## src/rtl/uart_pkg.sv

```systemverilog
// Shared UART definitions: FSM state encodings and default framing parameters
// used by the transmitter, receiver and baud generator.
package uart_pkg;

  typedef enum logic [1:0] {
    ST_IDLE  = 2'd0,
    ST_START = 2'd1,
    ST_DATA  = 2'd2,
    ST_STOP  = 2'd3
  } uart_state_e;

  localparam int OVERS_DEF     = 16;
  localparam int DATA_BITS_DEF = 8;

  // Counter width that stays at least one bit for degenerate sizes.
  function automatic int cnt_width(input int n);
    return (n > 1) ? $clog2(n) : 1;
  endfunction

endpackage

```

## src/rtl/sync_fifo.sv

```systemverilog
// Single-clock FIFO with fall-through read data; push is ignored when full
// and pop is ignored when empty, so the pointers can never over/underrun.
module sync_fifo #(
  parameter int WIDTH = 8,
  parameter int DEPTH = 4
) (
  input  logic               clk_i,
  input  logic               rst_i,
  input  logic               push_i,
  input  logic [WIDTH-1:0]   wdata_i,
  input  logic               pop_i,
  output logic [WIDTH-1:0]   rdata_o,
  output logic               full_o,
  output logic               empty_o,
  output logic [$clog2(DEPTH):0] count_o
);

  localparam int PTR_W = $clog2(DEPTH);
  localparam int CNT_W = PTR_W + 1;

  logic [WIDTH-1:0] mem_q [DEPTH];
  logic [PTR_W-1:0] wr_ptr_q, wr_ptr_d;
  logic [PTR_W-1:0] rd_ptr_q, rd_ptr_d;
  logic [CNT_W-1:0] cnt_q, cnt_d;
  logic             do_push, do_pop;

  assign full_o  = (cnt_q == CNT_W'(DEPTH));
  assign empty_o = (cnt_q == '0);
  assign do_push = push_i & ~full_o;
  assign do_pop  = pop_i & ~empty_o;
  assign rdata_o = mem_q[rd_ptr_q];
  assign count_o = cnt_q;

  // DEPTH is a power of two, so pointer wrap is plain binary overflow.
  always_comb begin
    wr_ptr_d = wr_ptr_q;
    rd_ptr_d = rd_ptr_q;
    cnt_d    = cnt_q;
    if (do_push) wr_ptr_d = wr_ptr_q + PTR_W'(1);
    if (do_pop)  rd_ptr_d = rd_ptr_q + PTR_W'(1);
    case ({do_push, do_pop})
      2'b10:   cnt_d = cnt_q + CNT_W'(1);
      2'b01:   cnt_d = cnt_q - CNT_W'(1);
      default: cnt_d = cnt_q;
    endcase
  end

  always_ff @(posedge clk_i) begin
    if (rst_i) begin
      wr_ptr_q <= '0;
      rd_ptr_q <= '0;
      cnt_q    <= '0;
    end else begin
      wr_ptr_q <= wr_ptr_d;
      rd_ptr_q <= rd_ptr_d;
      cnt_q    <= cnt_d;
    end
  end

  always_ff @(posedge clk_i) begin
    if (do_push) mem_q[wr_ptr_q] <= wdata_i;
  end

endmodule

```

## src/rtl/uart_tx.sv

```systemverilog
// MIDI-path UART transmitter: buffered bytes are serialised LSB-first as
// start/data/stop frames, advancing only on oversample ticks.
module uart_tx
  import uart_pkg::*;
#(
  parameter int OVERS      = OVERS_DEF,
  parameter int DATA_BITS  = DATA_BITS_DEF,
  parameter int STOP_BITS  = 1,
  parameter int INVERT     = 0,
  parameter int FIFO_DEPTH = 4
) (
  input  logic                        clk,
  input  logic                        rst,
  input  logic                        tick,
  input  logic                        in_vld,
  input  logic [DATA_BITS-1:0]        in_data,
  output logic                        in_rdy,
  output logic                        tx,
  output logic                        busy,
  output logic                        tx_done,
  output logic [$clog2(FIFO_DEPTH):0] fifo_cnt,
  output uart_state_e                 state_dbg
);

  localparam int OS_W  = cnt_width(OVERS);
  localparam int BIT_W = cnt_width(DATA_BITS);
  localparam logic [OS_W-1:0]  OS_LAST   = OS_W'(OVERS - 1);
  localparam logic [BIT_W-1:0] BIT_LAST  = BIT_W'(DATA_BITS - 1);
  localparam logic             STOP_LAST = (STOP_BITS == 2);
  localparam logic             INV       = (INVERT != 0);
  localparam logic             IDLE_LVL  = 1'b1 ^ INV;
  localparam logic             START_LVL = 1'b0 ^ INV;

  uart_state_e          state_q, state_d;
  logic [OS_W-1:0]      os_cnt_q, os_cnt_d;
  logic [BIT_W-1:0]     bit_idx_q, bit_idx_d;
  logic                 stop_idx_q, stop_idx_d;
  logic [DATA_BITS-1:0] shreg_q, shreg_d;
  logic                 tx_q, tx_d;
  logic                 done_q, done_d;

  logic                 fifo_pop, fifo_full, fifo_empty;
  logic [DATA_BITS-1:0] fifo_rdata;

  sync_fifo #(
    .WIDTH (DATA_BITS),
    .DEPTH (FIFO_DEPTH)
  ) u_fifo (
    .clk_i   (clk),
    .rst_i   (rst),
    .push_i  (in_vld),
    .wdata_i (in_data),
    .pop_i   (fifo_pop),
    .rdata_o (fifo_rdata),
    .full_o  (fifo_full),
    .empty_o (fifo_empty),
    .count_o (fifo_cnt)
  );

  always_comb begin
    state_d    = state_q;
    os_cnt_d   = os_cnt_q;
    bit_idx_d  = bit_idx_q;
    stop_idx_d = stop_idx_q;
    shreg_d    = shreg_q;
    tx_d       = tx_q;
    done_d     = 1'b0;
    fifo_pop   = 1'b0;
    case (state_q)
      ST_IDLE: begin
        tx_d     = IDLE_LVL;
        os_cnt_d = '0;
        if (tick && !fifo_empty) begin
          fifo_pop = 1'b1;
          shreg_d  = fifo_rdata;
          tx_d     = START_LVL;
          state_d  = ST_START;
        end
      end
      ST_START: begin
        if (tick) begin
          os_cnt_d = os_cnt_q + OS_W'(1);
          if (os_cnt_q == OS_LAST) begin
            os_cnt_d  = '0;
            bit_idx_d = '0;
            tx_d      = shreg_q[0] ^ INV;
            state_d   = ST_DATA;
          end
        end
      end
      ST_DATA: begin
        if (tick) begin
          os_cnt_d = os_cnt_q + OS_W'(1);
          if (os_cnt_q == OS_LAST) begin
            os_cnt_d = '0;
            if (bit_idx_q == BIT_LAST) begin
              tx_d       = IDLE_LVL;
              stop_idx_d = 1'b0;
              state_d    = ST_STOP;
            end else begin
              shreg_d   = shreg_q >> 1;
              tx_d      = shreg_q[1] ^ INV;
              bit_idx_d = bit_idx_q + BIT_W'(1);
            end
          end
        end
      end
      ST_STOP: begin
        if (tick) begin
          os_cnt_d = os_cnt_q + OS_W'(1);
          if (os_cnt_q == OS_LAST) begin
            os_cnt_d = '0;
            if (stop_idx_q != STOP_LAST) begin
              stop_idx_d = 1'b1;
            end else begin
              done_d = 1'b1;
              // Chain straight into the next frame so queued bytes leave no idle gap.
              if (!fifo_empty) begin
                fifo_pop = 1'b1;
                shreg_d  = fifo_rdata;
                tx_d     = START_LVL;
                state_d  = ST_START;
              end else begin
                tx_d    = IDLE_LVL;
                state_d = ST_IDLE;
              end
            end
          end
        end
      end
      default: begin
        tx_d     = IDLE_LVL;
        os_cnt_d = '0;
        state_d  = ST_IDLE;
      end
    endcase
  end

  always_ff @(posedge clk) begin
    if (rst) begin
      state_q    <= ST_IDLE;
      os_cnt_q   <= '0;
      bit_idx_q  <= '0;
      stop_idx_q <= 1'b0;
      shreg_q    <= '0;
      tx_q       <= IDLE_LVL;
      done_q     <= 1'b0;
    end else begin
      state_q    <= state_d;
      os_cnt_q   <= os_cnt_d;
      bit_idx_q  <= bit_idx_d;
      stop_idx_q <= stop_idx_d;
      shreg_q    <= shreg_d;
      tx_q       <= tx_d;
      done_q     <= done_d;
    end
  end

  assign tx        = tx_q;
  assign tx_done   = done_q;
  assign in_rdy    = ~fifo_full;
  assign busy      = (state_q != ST_IDLE) | ~fifo_empty;
  assign state_dbg = state_q;

endmodule

```

## config.mk

```make
export PLATFORM = sky130hd
export DESIGN_NAME = uart_tx
export DESIGN_NICKNAME = d
export VERILOG_FILES = /design/src/rtl/uart_pkg.sv /design/src/rtl/sync_fifo.sv /design/src/rtl/uart_tx.sv
export SDC_FILE = /design/constraint.sdc
export NUM_CORES = 1
export LEC_CHECK = 0
export CAP_MARGIN = 20
export CORE_MARGIN = 5
export CORE_UTILIZATION = 58
export CTS_CLUSTER_DIAMETER = 40
export DETAILED_ROUTE_END_ITERATION = 16
export PLACE_DENSITY_LB_ADDON = 0.15
export SLEW_MARGIN = 15
export SYNTH_ARGS = -nofsm -noshare
export SYNTH_HDL_FRONTEND = slang
export SYNTH_SLANG_ARGS = --single-unit
```

## constraint.sdc

```tcl
create_clock -name clk -period 3.4 [get_ports clk]
set_input_delay 0.68 -clock clk [delete_from_list [all_inputs] [get_ports clk]]
set_output_delay 0.68 -clock clk [all_outputs]
set_load 0.005 [all_outputs]
```

# Word-level counts from Yosys, hierarchy flattened
# Memories as Yosys holds them, arrays and structs flattened. A register that Yosys moved wholly into a read port is not among the register bits.
# Index checks and enable logic that the tools add are counted.
[word_totals] reg_bits=27 latchBits=0 ram_bits=32 romBits=0 in_bits=12 mem_count=1
[mem_list] memory="u_fifo.mem_q" depth=4 width=8 rd=1 rd_clocked_by_memory_dff=1 wr=1 line="sync_fifo.sv:21" text="logic [WIDTH-1:0] mem_q [DEPTH];"
[op_classes] n_addsub=6 n_mul=0 div=0 order_cmp=0 n_eq_ne=20 n_shift=0 muxes=59 n_bitwise=8 n_reduce_logical=16
[ops] operator="$mux 8" count=8
[ops] operator="$mux 1" count=25
[ops] operator="$pmux 8 s3" count=1
[ops] operator="$mux 2" count=11
[ops] operator="$ne 2x2->1 const B" count=11
[ops] operator="$reduce_and 9->1" count=2
[ops] operator="$mux 3" count=5
[ops] operator="$pmux 3 s2" count=2
[ops] operator="$reduce_and 6->1" count=2
[ops] operator="$mux 4" count=2
[ops] operator="$pmux 2 s4" count=1
[ops] operator="$pmux 4 s2" count=1
[ops] operator="$reduce_bool 2->1" count=4
[ops] operator="$reduce_and 7->1" count=1
[ops] operator="$add 3x1->3 const B" count=2
[ops] operator="$eq 2x2->1 const B" count=3
[ops] operator="$eq 3x3->1 const B" count=2
[ops] operator="$not 1->1" count=5
[ops] operator="$add 2x1->2 const B" count=2
[ops] operator="$add 4x1->4 const B" count=1
[ops] operator="$eq 2x1->1 const B" count=2
[ops] operator="$eq 4x4->1 const B" count=1
[ops] operator="$pmux 1 s2" count=2
[ops] operator="$pmux 1 s4" count=1
[ops] operator="11 further kinds" count=12

# Logic depth before layout (Yosys ltp)
[depth] depth_word=9 depth_mapped=10

# Cells and area by module
# A second synthesis with hierarchy kept.
[unflattened] cells_unflattened=214 area_unflattened_um2=2722.6
[by_module_without_submodules] module="sync_fifo" n_inst=1 cells_each=96 area_per_inst_um2=1635.3
[by_module_without_submodules] module="uart_tx" n_inst=1 cells_each=118 area_per_inst_um2=1087.3

# Least setup slack after synthesis
# No wires, ideal clock.
[synth_timing] kind="input port to flip-flop" startpoint="input tick" endpoint="register u_fifo.cnt_q[2] (netlist: u_fifo.count_o[2])" setup_time_ns=0.072 arrival_time_ns=2.416 slack_ns=0.911 cell_stages=9 path_cell_list="buf_2 -> o31ai_4 -> nor3_1 -> ha_1 -> inv_1 -> fa_1 -> xor2_1 -> or3_1 -> a21oi_1"
[synth_via] elab_chain_len=6 word_cells_on_any_way=9 classes_between="eq/ne (2); mux (4); bitwise (1); reduce/logical (2)"
[synth_rtl] item="start, declared" line="uart_tx.sv:14" text="input logic tick,"
[synth_rtl] item="$logic_and 1x1->1" line="uart_tx.sv:73" text="if (tick && !fifo_empty) begin"
[synth_rtl] item="$mux 1" line="uart_tx.sv:73"
[synth_rtl] item="$pmux 1 s2 (*)" line="uart_tx.sv:69" text="case (state_q)"
[synth_rtl] item="$and 1x1->1 (*)" line="sync_fifo.sv:30" text="assign do_pop = pop_i & ~empty_o;"
[synth_rtl] item="named net u_fifo.do_pop" line="sync_fifo.sv:25" text="logic do_push, do_pop;"
[synth_rtl] item="$eq 2x1->1 or $eq 2x2->1 (tied branches)" line="sync_fifo.sv:41" text="case ({do_push, do_pop})"
[synth_rtl] item="$pmux 3 s2 or $reduce_bool 2->1 (tied branches)"
[synth_rtl] item="end signal, assigned" line="sync_fifo.sv:56" text="cnt_q <= cnt_d;"
[synth_rtl] item="end, declared" line="sync_fifo.sv:24" text="logic [CNT_W-1:0] cnt_q, cnt_d;"
# Mark *: on every way through the listed nets, which the timed path passes. The rest lies on a longest branch.
# A chain may end at the register's enable or synchronous reset.

# Final worst setup path
# Same ends and word-level chain as after synthesis.

==> summary.txt <==
STA
  – Relative slew slack: 0.576
  – Final count of hold timing violations: 0
  – Setup TNS: 0 ns
  – Slew @ Worst Pin: 0.637 ns
  – Setup violators final: 0
  – Minimum clock period after layout: ~2.9 ns
  – Period utilization: 0.843
  – Fin. max-slew vios: 0
  – Worst hold slack: ~0.49 ns
  – RSZ-0062 raised after global routing: no
  – Clock Skews: 0.00804 ns
  – Fmax: 0.349 GHz

Worst hold path
  – Hold WC Path Type: flop to flop

Drt
  – Via Count: about 1800
  – Final ANT Viol Nets: 0
  – TritonRoute pass-1 iters: 4
  – WL/cell: 16.6 µm
  – Residual DRC count: 0
  – Final Routed Wirelength: about 5.2 mm
  – DR iter-0 viols: 125
  – Vias per cell: 5.59

CTS
  – TritonCTS Sinks: 60
  – Post-cts repair resize count: 0
  – Post-CTS Setup Inserts: 0
  – H-Tree Level Count: 3
  – CTS tree: done
  – Hold-fix buffers, CTS: 0
  – Cts bufs inserted: 9
  – Clock root cell: clkbuf_8
  – Clock Latency Late Sink: 0.34 ns
  – Clk buf depth: 2
  – Clk slew on worst S/H paths: 0.07 ns

Power and ir drop
  – Net Sw Frac: 0.333
  – Internal power: 1.86 mW
  – Clock power frac: 0.284
  – Switch Pwr: ~0.93 mW
  – Seq pwr share: 0.359
  – Maximum VDD drop: about 0.45 mV
  – Logic pwr share: 0.357
  – P_leak: 1.18 nW
  – Power Dens Cells: 835 nW/µm²

Worst setup path
  – Startpoint types: input port
  – Critical path arrival: 3.14 ns
  – CP required: 3.67 ns
  – Worst-path fanout max: 7
  – CP Capture Type: flop
  – Setup Crit Path Kind: input port to flop

Logic synthesis
  – Avg Cell Area, Syn: 13.0 µm²
  – Share of async-settable or async-resettable flops after synthesis: 0
  – Register area share after synthesis: 0.531
  – Synth area leader: edfxtp_1
  – Synthesized instance count: 221
  – Distinct cells, synth: 52
  – Warnings, synthesis: 0
  – Post-Syn Area: between 2000 and 3000 µm²
  – FF+latch count, synth: 60
  – Top FF cell, synth: edfxtp_1
  – Synth cell count leaders: edfxtp_1, dfxtp_1, a21oi_1, ha_1, nor3_2
  – Top cells by area, synth: edfxtp_1, dfxtp_1, mux4_2, ha_1, nor3_2
  – Synth top area share: 0.336
  – Syn Nets: 248
  – Most frequent cell after synthesis: edfxtp_1
  – Post-synth EDFFs: 32

GRT
  – Overflow after GRT: 0
  – First-pass GRT wire length: 8.80 mm
  – GRT Overall Usage: 0.184
  – Vias in the first global route: 1845
  – Largest net degree at the start of global routing: 18
  – Initial antenna violation count: 0

Die
  – Starting Density: 0.602
  – Die height: 80.3 µm
  – # rows: 25
  – Placeable Area: ~4800 µm²
  – Die width: 80.3 µm
  – Die area: 6440 µm²
  – Ports: 21

Placed design
  – PortBufs: 20
  – GPL Wtd Cong: between 0.7 and 0.8
  – Post-detail-place hpwl: 3.42 mm

Finish
  – Area growth, synth to finish: 16.9%
  – Share of layout cells above drive strength 1: 0.242
  – Nets: between 200 and 300
  – Antenna diodes: 0

Flow run
  – Max cap viols: 0

Status
  – Status: finished clean
worst max-delay path: stages:
cell and delay (ns):
clkdlybuf4s50_1 0.65, o31ai_4 0.19, nor3_1 0.32, ha_1 0.25
inv_1 0.06, fa_1 0.38, xor2_1 0.16, or3_1 0.32
a21oi_1 0.14
metrics by stage:
step,setup slack (ns),cells,instance area (µm²),utilization,total power [mW]
2_1_floorplan,0.911,221,2860,-,1.77
3_3_place_gp,0.296,299,3100,0.652,1.99
3_5_place_dp,0.186,299,3100,0.652,2.01
4_1_cts,0.531,315,3350,0.704,2.81
5_1_grt,0.382,315,3350,0.704,2.96
6_report,0.534,315,3350,0.704,2.80
routing by layer:
| layer | wire (µm) | global-route usage | vias up | part of all wire |
|---|---|---|---|---|
| met4 | 138 | 0.110 | 0 | 0.026 |
| met3 | 150 | 0.0359 | 12 | 0.029 |
| met1 | 2480 | 0.247 | 843 | 0.48 |
| met5 | 0 | 0 | - | 0 |
| met2 | 2450 | 0.273 | 30 | 0.47 |
| li1 | - | - | 875 | - |
power by group through the flow:
stage | Clock [mW] | Combinational (mW) | Sequential (mW)
2_1_floorplan | 0 | 0.793 | 0.977
3_3_place_gp | 0 | 0.976 | 1.02
3_5_place_dp | 0 | 0.988 | 1.02
4_1_cts | 0.801 | 1.00 | 1.01
5_1_grt | 0.832 | 1.10 | 1.03
6_report | 0.793 | 0.997 | 1.00
final cells by class:
| type | instances | area [µm²] |
|---|---|---|
| well taps | 67 | 83.8 |
| inverters | 10 | 38.8 |
| clock buffers | 9 | 124 |
| fillers | 358 | 1410 |
| repair buffers | 21 | 208 |
| flip-flops and latches | 60 | 1520 |
| multi-input cells | 141 | 1250 |
| clock inverters | 7 | 124 |
path summary, 6_finish.rpt:
path | cells after the start | endpoint | slack, ns | startpoint
worst max register to register | 10 | u_fifo.count_o[2] | 0.71 | state_dbg[0]
worst min register to register | 2 | shreg_q[7] | 0.49 | shreg_q[7]
worst min-delay path | 2 | shreg_q[7] | 0.49 | shreg_q[7]
worst max-delay path | 9 | u_fifo.count_o[2] | 0.53 | tick
flip-flops by register name, summed over array words and instances (netlist names), named ones only:
register	flops
u_fifo.mem_q	32
shreg_q	8
os_cnt_q	4
bit_idx_q	3
u_fifo.count_o	3
state_dbg	2
u_fifo.rd_ptr_q	2
u_fifo.wr_ptr_q	2
tx	1
tx_done	1
placed cells by master (no fill, tap or decap), drive strengths merged, types with 5 or more instances in the layout:
cell	synthesis	routed
o21ai	8	8
nand2	11	11
ha	14	14
mux4	8	8
and3	5	5
a21oi	16	16
inv	9	10
clkdlybuf4s50	0	20
nor2	9	9
nor3	22	22
clkbuf	4	9
dfxtp	28	28
edfxtp	32	32
mux2	8	8
logic make-up (layout without fill, tap and decap cells):
logic type,Yosys count,after routing,synth area share
muxes,17,17,0.0979
DFF,60,60,0.531
and+or+nand+nor,64,64,0.149
buffers and inverters,20,47,0.0328
adders and majority gates,15,15,0.0682
AOI/OAI and AO/OA,39,39,0.103
xor gates and xnor gates,6,6,0.0184
Note: power is estimated with default switching activity, not from simulation.
